### src/rtl/avst_word_collector.sv
// Collects MSB-first Avalon-ST byte packets into 32-bit words and flags packets not 4 bytes long.
// Keeps a wrapping packet counter and a saturating error counter for debug.
module avst_word_collector #(
  parameter int unsigned PKT_CNT_W = 16,
  parameter int unsigned ERR_CNT_W = 8
) (
  input  logic                 clk,
  input  logic                 reset,
  input  logic [7:0]           data_in,
  input  logic                 end_in,
  input  logic                 valid_in,
  output logic                 ready_in,
  output logic [31:0]          data_out,
  output logic [2:0]           len_out,
  output logic                 err_out,
  output logic                 valid_out,
  input  logic                 ready_out,
  output logic [PKT_CNT_W-1:0] pkt_count,
  output logic [ERR_CNT_W-1:0] err_count
);

  typedef enum logic {StCollect, StHold} state_e;

  state_e               state_q, state_d;
  logic                 ready_in_q, ready_in_d;
  logic                 valid_out_q, valid_out_d;
  logic [31:0]          data_out_q, data_out_d;
  logic [2:0]           len_out_q, len_out_d;
  logic                 err_out_q, err_out_d;
  logic [31:0]          acc_q, acc_d;
  logic [2:0]           cnt_q, cnt_d;
  logic [PKT_CNT_W-1:0] pkt_count_q, pkt_count_d;
  logic [ERR_CNT_W-1:0] err_count_q, err_count_d;

  logic       byte_acc;
  logic [2:0] cnt_sat;

  // ready_in_q is high only in StCollect, so it also qualifies the byte handshake.
  assign byte_acc = valid_in && ready_in_q;
  assign cnt_sat  = (cnt_q == 3'd7) ? 3'd7 : cnt_q + 3'd1;

  always_comb begin
    state_d     = state_q;
    ready_in_d  = ready_in_q;
    valid_out_d = valid_out_q;
    data_out_d  = data_out_q;
    len_out_d   = len_out_q;
    err_out_d   = err_out_q;
    acc_d       = acc_q;
    cnt_d       = cnt_q;
    pkt_count_d = pkt_count_q;
    err_count_d = err_count_q;

    unique case (state_q)
      StCollect: begin
        if (byte_acc) begin
          if (end_in) begin
            data_out_d  = {acc_q[23:0], data_in};
            len_out_d   = cnt_sat;
            err_out_d   = (cnt_sat != 3'd4);
            valid_out_d = 1'b1;
            ready_in_d  = 1'b0;
            acc_d       = '0;
            cnt_d       = '0;
            state_d     = StHold;
          end else begin
            acc_d = {acc_q[23:0], data_in};
            cnt_d = cnt_sat;
          end
        end
      end
      StHold: begin
        if (valid_out_q && ready_out) begin
          valid_out_d = 1'b0;
          ready_in_d  = 1'b1;
          pkt_count_d = pkt_count_q + PKT_CNT_W'(1);
          if (err_out_q && (err_count_q != {ERR_CNT_W{1'b1}})) begin
            err_count_d = err_count_q + ERR_CNT_W'(1);
          end
          state_d = StCollect;
        end
      end
      default: state_d = StCollect;
    endcase
  end

  always_ff @(posedge clk) begin
    if (reset) begin
      state_q     <= StCollect;
      ready_in_q  <= 1'b1;
      valid_out_q <= 1'b0;
      data_out_q  <= '0;
      len_out_q   <= '0;
      err_out_q   <= 1'b0;
      acc_q       <= '0;
      cnt_q       <= '0;
      pkt_count_q <= '0;
      err_count_q <= '0;
    end else begin
      state_q     <= state_d;
      ready_in_q  <= ready_in_d;
      valid_out_q <= valid_out_d;
      data_out_q  <= data_out_d;
      len_out_q   <= len_out_d;
      err_out_q   <= err_out_d;
      acc_q       <= acc_d;
      cnt_q       <= cnt_d;
      pkt_count_q <= pkt_count_d;
      err_count_q <= err_count_d;
    end
  end

  assign ready_in  = ready_in_q;
  assign valid_out = valid_out_q;
  assign data_out  = data_out_q;
  assign len_out   = len_out_q;
  assign err_out   = err_out_q;
  assign pkt_count = pkt_count_q;
  assign err_count = err_count_q;

endmodule

### config.mk
export PLATFORM = sky130hd
export DESIGN_NAME = avst_word_collector
export DESIGN_NICKNAME = d
export VERILOG_FILES = /design/src/rtl/avst_word_collector.sv
export SDC_FILE = /design/constraint.sdc
export NUM_CORES = 1
export LEC_CHECK = 0
export CORE_ASPECT_RATIO = 2
export CORE_MARGIN = 2
export CORE_UTILIZATION = 41
export CTS_BUF_LIST = sky130_fd_sc_hd__clkbuf_16
export CTS_CLUSTER_DIAMETER = 30
export DETAILED_ROUTE_END_ITERATION = 12
export GPL_TIMING_DRIVEN = 0
export PLACE_DENSITY = 0.67
export RECOVER_POWER = 25
export SLEW_MARGIN = 20
export SYNTH_ARGS = -nofsm -noshare
export SYNTH_HDL_FRONTEND = slang
export SYNTH_SLANG_ARGS = --single-unit
### constraint.sdc
create_clock -name clk -period 4.6 [get_ports clk]
set_clock_uncertainty 0.15 [all_clocks]
set_input_delay 1.15 -clock clk [delete_from_list [all_inputs] [get_ports clk]]
set_output_delay 1.15 -clock clk [all_outputs]
set_load 0.02 [all_outputs]
Yosys cells after proc, flatten, opt, wreduce, memory -nomap -nowiden
Index checks and enable logic that the tools add are counted.
- add/sub/neg operators: 3
- eq/ne operators: 6
- multiplexer cells: 15
- bitwise logic cells: 1
- reduce and logical (&&, ||, !) cells: 8
- operators with widths (operator ; count):
    $mux W24 ; 1
    $add A16 B1 Y16 const B ; 1
    $mux W1 ; 9
    $reduce_and A3 Y1 ; 3
    $add A8 B1 Y8 const B ; 1
    $ne A8 B8 Y1 const B ; 1
    $mux W3 ; 2
    $pmux W1 S2 ; 3
    $ne A2 B2 Y1 const B ; 2
    $reduce_and A2 Y1 ; 2
    $add A3 B1 Y3 const B ; 1
    $eq A3 B3 Y1 const B ; 1
    $logic_and A1 B1 Y1 ; 3
    $ne A3 B3 Y1 const B ; 1
    $ne A2 B1 Y1 const B ; 1
    $not A1 Y1 ; 1
- bits in registers: 90
- bits of input ports: 13
- output and inout bits: 62
- word-level logic and storage cells: 43

Longest topological paths before layout
Gate-level depths: netlist (run 1).
- depth after elaboration: 3
- gate-level depth with buffers: 6
- mapped depth without buffers: 5

Worst setup path after synthesis (run 1)
OpenSTA, ideal clock, no wires.
- path type: input to register
- start point: input port ready_out
- end point: register pkt_count_q[14] (netlist: pkt_count[14])
- library setup time: 0.070 ns
- data arrival time: 2.231 ns
- required time: 4.380 ns
- setup slack: 2.149 ns
- cell stages on the path: 4
- buffers on the path: 0
- path through: nand4_1 or2_4 or4_1 a21oi_1
- word-level cells in the longest chain between the ends: 2
- RTL lines (element ; line ; RTL):
    start: declaration ; 17 ; input logic ready_out,
    $logic_and A1 B1 Y1 ; 73 ; if (valid_out_q && ready_out) begin
    $reduce_and A2 Y1 (no line) ; -- ;
    end signal: assignment ; 108 ; pkt_count_q <= pkt_count_d;
    end: declaration ; 32 ; logic [PKT_CNT_W-1:0] pkt_count_q, pkt_count_d;
Every way passes these cells.
A chain may end at the register's enable or synchronous reset.

Worst setup path after layout (run 1)
- start point: input port ready_out
- end point: register pkt_count_q[15] (netlist: pkt_count[15])
Same word-level chain as after synthesis.

==> run metrics, run 1 <==
FF+latch count, synth 90; endpoints failing setup 0; critical path type in2reg; RSZ-0062 raised after global routing false; share of the synthesized area in the top cell type 0.5204; final hold vios 0; relative slew slack 0.6239; via count 3123; Post-synth EDFFs 0; CTS tree done; Max Cap Viol 0; status complete, no violations; area of the multi-input gates 0.001540 sq mm; post-CTS sizing 0; largest net degree at the start of global routing 14; Core Rows 47; H-tree lvl count 3; Initial Util 0.4205; hold depth 2; hold crit path type reg2reg; GPL Wtd Cong 0.8144; Die Width 68.98 microns; WP data required 4.69 ns; Die Area 0.009240 sq mm; post-DP HPWL 6572 microns; register area share after synthesis 0.5204; Port-buffer cells 74; ANT nets after route 0; total power draw 1619 uW; worst hold endpoint data_out[19]; Ant. Diodes 0; static leakage 0.001770 uW; CORE AREA 0.008233 sq mm; 1st-iter DRT viols 114; nature of the critical path startpoint input port; Yosys warning total 0; Clock Sinks 90; RR Startpoint pkt_count[0]; routed length per placed instance 14.17 microns; worst setup margin 1.711 ns; number of nets in the layout 519; initial antenna violation count 0; pre-CTS setup slack 1.347 ns; Netlist Area Pre-Place 0.003462 sq mm; Reg2Reg Depth 5; Final min period 2.889 ns; layout cells sized above 1 0.04142; Pins Over Slew Limit 0; setup slack, reg-to-reg 2.52 ns; clock slew at reported path FFs 0.06 ns; DR pass1 iterations 4; P&R area growth vs syn 32.92%; asr flop ratio synth 0; Sequential cell area 0.001802 sq mm; Mean Syn Cell Area 8.282 sq um; Max Clk Rate 346.1 MHz; total track usage 0.1976; Power Dens Cells 351.9 mW/mm^2; top post-synthesis cells by area dfxtp_1, a21oi_1, nand2_1; period utilization 0.6281; Total Neg Setup Slack 0 ns; postcts setup bufs 0; crit path capture type register; vias in the first global route 2974; peak supply drop 218.8 uV; clock latency at the later pin of the worst-skew pair 0.34 ns; top_reg_cell synth dfxtp_1; Synth cell types 37; area leader, netlist dfxtp_1; WL final 8573 microns; global route overflow 0; CTS root buf clkbuf_16; critical hold path startpoint data_out[19]; Syn Nets 434; Post-route DRC 0; Worst Tran Pin Value 0.5595 ns; Longest Clk Path Bufs 2; Filler cells 782; Worst EP arrival 2.97 ns; CTS Hold Bufs 0; RR Endpoint pkt_count[14]; routed vias/inst 5.162; first-pass GRT wire length 13650 microns; Top Ports 75; Synth Instances 418; die height 134.0 microns; TritonCTS Buffers 9; worst-path fanout max 8
==> cells in the final DEF, fill, tap and decap left out, drive strengths merged, types with 2 or more instances in the layout <==
cell type and n:
buf 4, xnor2 12, xor2 4, a21o 2
o31ai 2, nor2 50, inv 7, nor3 9
nand3 7, clkdlybuf4s50 47, a31o 2, clkinv 3
a21oi 70, nand4 7, dfxtp 90, nand2b 2
and3 27, nand2 76, o21ai 2, a211oi 3
or4 2, dlygate4sd3 27, or3 2, clkbuf 31
or2 2, nor4 4, ha 3
==> worst max path at each step <==
stage / startpoint / to / slack (ns) / depth (start not counted)
after floorplan: ready_out / pkt_count[14] / 2.15 / 4
after global placement: ready_out / pkt_count[13] / 1.37 / 5
after detailed placement: ready_out / pkt_count[15] / 1.35 / 5
after CTS: ready_out / pkt_count[15] / 1.70 / 5
after global routing: ready_out / pkt_count[13] / 1.54 / 5
final: ready_out / pkt_count[15] / 1.71 / 5
==> layer usage <==
metal  GRT usage  up-vias  part of all wire
met5           0        -                 0
met4     0.08279        0             0.018
met3     0.03859       11             0.041
li1            -     1581                 -
met2      0.3702       64              0.57
met1      0.1995     1467              0.37
==> where the power goes <==
part / switching (uW) / total [uW] / internal, uW
Combinational: 75.4 / 117 / 41.7
Sequential: 11.5 / 805 / 794
Clock: 287 / 697 / 410
Total: 374 / 1620 / 1250
==> sequential cells by signal, indices dropped and copies added (netlist names), 3 cells and up <==
register and flops:
len_out 3, pkt_count 16, acc_q 24, err_count 8, cnt_q 3, data_out 32
==> final cells by class <==
cell class / count / share of cell area
flip-flops and latches: 90 / 0.3915
multi-input cells: 297 / 0.3347
repair buffers: 74 / 0.1610
clock buffers: 9 / 0.04894
well taps: 98 / 0.02665
plain buffers: 26 / 0.02202
clock inverters: 6 / 0.01115
inverters: 5 / 0.004078
==> through the flow <==
| step | instance area, sq um | utilization | cells | hold WS [ns] |
|---|---|---|---|---|
| 2_1_floorplan | 3462 | - | 418 | 0.2823 |
| 3_3_place_gp | 4325 | 0.5254 | 590 | 0.2937 |
| 3_5_place_dp | 4325 | 0.5254 | 590 | 0.2998 |
| 4_1_cts | 4602 | 0.5590 | 605 | 0.3087 |
| 5_1_grt | 4602 | 0.5590 | 605 | 0.3179 |
| 6_report | 4602 | 0.5590 | 605 | 0.2996 |
==> synthesized netlist by cell type, types with 3 or more instances <==
| cell | number |
|---|---|
| ha_1 | 3 |
| xnor2_1 | 12 |
| clkbuf_1 | 22 |
| nor3_1 | 9 |
| a211oi_1 | 3 |
| and3_1 | 27 |
| nor4_1 | 3 |
| nor2_1 | 50 |
| nand4_1 | 6 |
| a21oi_1 | 70 |
| nand3_1 | 7 |
| nand2_1 | 76 |
| inv_1 | 5 |
| buf_2 | 3 |
| xor2_1 | 4 |
| dfxtp_1 | 90 |
==> logic make-up after synthesis <==
| logic type | Yosys count | synth area share |
|---|---|---|
| xor+xnor | 16 | 0.04048 |
| fa+ha+maj | 3 | 0.01084 |
| compound gates | 84 | 0.1312 |
| buf+inv | 31 | 0.03469 |
| simple gates | 193 | 0.2595 |
| mux | 1 | 0.002891 |
| flops | 90 | 0.5204 |
==> worst max-delay path, cell delays in order <==
cell,delay [ns]
clkdlybuf4s50_1,0.53
nand3_1,0.31
nor4_2,0.62
a21oi_1,0.13
a31o_2,0.23
Note: power is estimated with default switching activity, not from simulation.
==> run 2: changes to the inputs <==
--- a/config.mk
+++ b/config.mk
@@ -12,7 +12,7 @@
 export CTS_CLUSTER_DIAMETER = 30
 export DETAILED_ROUTE_END_ITERATION = 12
 export GPL_TIMING_DRIVEN = 0
-export PLACE_DENSITY = 0.67
+export PLACE_DENSITY = 0.69
 export RECOVER_POWER = 25
 export SLEW_MARGIN = 20
 export SYNTH_ARGS = -nofsm -noshare
==> constraint.sdc (replaced) <==
create_clock -name clk -period 2.63 [get_ports clk]
set_clock_uncertainty 0.15 [all_clocks]
set_input_delay 0.6575 -clock clk [delete_from_list [all_inputs] [get_ports clk]]
set_output_delay 0.6575 -clock clk [all_outputs]
set_load 0.02 [all_outputs]
==> run metrics, run 2 (synthesis results as in run 1) <==
status complete, no violations; internal cell power 2073 uW (+66%); Switching Share 0.2329 (+0.002106); initial antenna violation count 0 (unchanged); Post-route DRC 0 (unchanged); commonest non-fill, non-tap cell in the layout dfxtp_1; 1st-iter DRT viols 113 (-0.88%); DR pass1 iterations 4 (unchanged); relative slew slack 0.6103 (-0.01361); worst-path fanout max 8 (unchanged); hold crit path type reg2reg; endpoints failing setup 0 (unchanged); Worst EP arrival 2.49 ns (-0.48 ns); critical path type in2reg; clock slew at reported path FFs 0.06 ns (about the same); Reg2Reg Depth 5 (unchanged); wire length on met1 3190 microns (+0.25%); postcts setup bufs 0 (unchanged); uppermost routed layer met4; Longest Clk Path Bufs 2 (unchanged); placed cell area 0.004325 sq mm (unchanged); routed length per placed instance 14.10 microns (-0.49%); peak supply drop 417.4 uV (+91%); post-CTS sizing 0 (unchanged); die height 134.0 microns (unchanged); DR WL met2 4736 microns (-3.1%); Filler cells 782 (unchanged); clock latency at the later pin of the worst-skew pair 0.34 ns (about the same); final core occ 0.5547 (-0.004256); Pins Over Slew Limit 0 (unchanged); Initial Util 0.4205 (unchanged); Power Dens Cells 591.8 mW/mm^2 (+68%); CTS tree done; routed vias/inst 5.196 (+0.65%); Ant. Diodes 0 (unchanged); RSZ-0062 raised after global routing false; Max Clk Rate 415.6 MHz; final hold vios 0 (unchanged); WL final 8503 microns (-0.82%); post-route cell area 0.004567 sq mm (-0.76%); Die Area 0.009240 sq mm (unchanged); Clock power frac 0.403 (-0.027); H-tree lvl count 3 (unchanged); total track usage 0.2018 (+0.004156); CTS Hold Bufs 0 (unchanged); P_sw 629.4 uW (+68%); CTS root buf clkbuf_16; nature of the critical path startpoint input port; Worst Tran Pin Value 0.5846 ns (+0.02507 ns); Die Width 68.98 microns (unchanged); number of flip-flops in the largest register 32 (unchanged); layout cells sized above 1 0.03762 (-0.003796); vias in the first global route 3104 (+4.4%); period utilization 0.9149; met3 wire length 331 microns (-5.4%); TritonCTS Buffers 9 (unchanged); GPL Wtd Cong 0.8084 (-0.74%); number of nets in the layout 519 (unchanged); global route overflow 0 (unchanged); static leakage 0.001759 uW (-0.60%); Comb power frac 0.076 (+0.004); post-DP HPWL 6492 microns (-1.2%); commonest cells after routing, fill and taps aside dfxtp_1, nand2_1, a21oi_1, nor2_1, clkdlybuf4s50_1; P&R area growth vs syn 31.91%; crit path capture type register; Core Rows 47 (unchanged); hold depth 2 (unchanged); largest net degree at the start of global routing 13 (-1); Reg power frac 0.521 (+0.024); via count 3133 (+0.32%); ANT nets after route 0 (unchanged); Final min period 2.406 ns; worst hold slack 0.3044 ns (+0.004855 ns); Max Cap Viol 0 (unchanged); Clock Sinks 90 (unchanged); CORE AREA 0.008233 sq mm (unchanged); WP data required 2.71 ns (-1.98 ns); area of the multi-input gates 0.001540 sq mm (unchanged); Top Ports 75 (unchanged); first-pass GRT wire length 14060 microns (+3.0%); Sequential cell area 0.001802 sq mm (unchanged); Port-buffer cells 74 (unchanged)
==> run 2: changes by cell type in the layout (fill, tap and decap cells not counted), sizes merged <==
| cell | delta |
|---|---|
| clkinv | -2 |
| bufinv | -1 |
| clkdlybuf4s50 | -1 |
| dlygate4sd3 | +1 |
| inv | +1 |
==> run 2: final timing paths <==
check / start / slack (ns) / end
setup / recovery: ready_out / 0.22 / pkt_count[13]
hold reg to reg: data_out[6] / 0.30 / data_out[6]
setup reg to reg: pkt_count[0] / 0.54 / pkt_count[14]
hold / removal: data_out[6] / 0.30 / data_out[6]
==> run 2: area by class of cell <==
| type | count | area share |
|---|---|---|
| Sequential cell | 90 | 0.3945 |
| Multi-Input combinational cell | 297 | 0.3373 |
| Timing Repair Buffer | 74 | 0.1622 |
| Clock buffer | 9 | 0.04932 |
| Tap cell | 98 | 0.02685 |
| Buffer | 26 | 0.02219 |
| Inverter | 5 | 0.004110 |
| Clock inverter | 4 | 0.003562 |
==> run 2: power groups by stage <==
stage          combinational [uW]  clock [uW]  sequential (uW)
2_1_floorplan                 102           0             1450
3_3_place_gp                  208           0             1440
3_5_place_dp                  211           0             1440
4_1_cts                       213        1120             1410
5_1_grt                       229        1180             1410
6_report                      206        1090             1410
==> run 2: critical path, stage by stage <==
cell	delay [ns]
clkdlybuf4s50_1	0.54
nand3_1	0.31
nor4_2	0.61
a21oi_1	0.14
a31o_2	0.23
==> run 2: stage by stage <==
| stage | setup TNS [ns] | setup WS, ns | cells | total power, uW |
|---|---|---|---|---|
| floorplan | 0 | 0.6038 | 418 | 1554 |
| global route | 0 | 0.09056 | 603 | 2820 |
| CTS | 0 | 0.2349 | 603 | 2738 |
| global placement | -0.4793 | -0.09931 | 590 | 1647 |
| detailed placement | -0.9312 | -0.1149 | 590 | 1650 |
| finish | 0 | 0.2237 | 603 | 2703 |
==> run 2: per-layer routing <==
layer  track usage  vias to the layer above
met4       0.09695                        0
met3       0.04446                       18
met5             0                        -
met1        0.2086                     1460
met2        0.3638                       73
li1              -                     1582
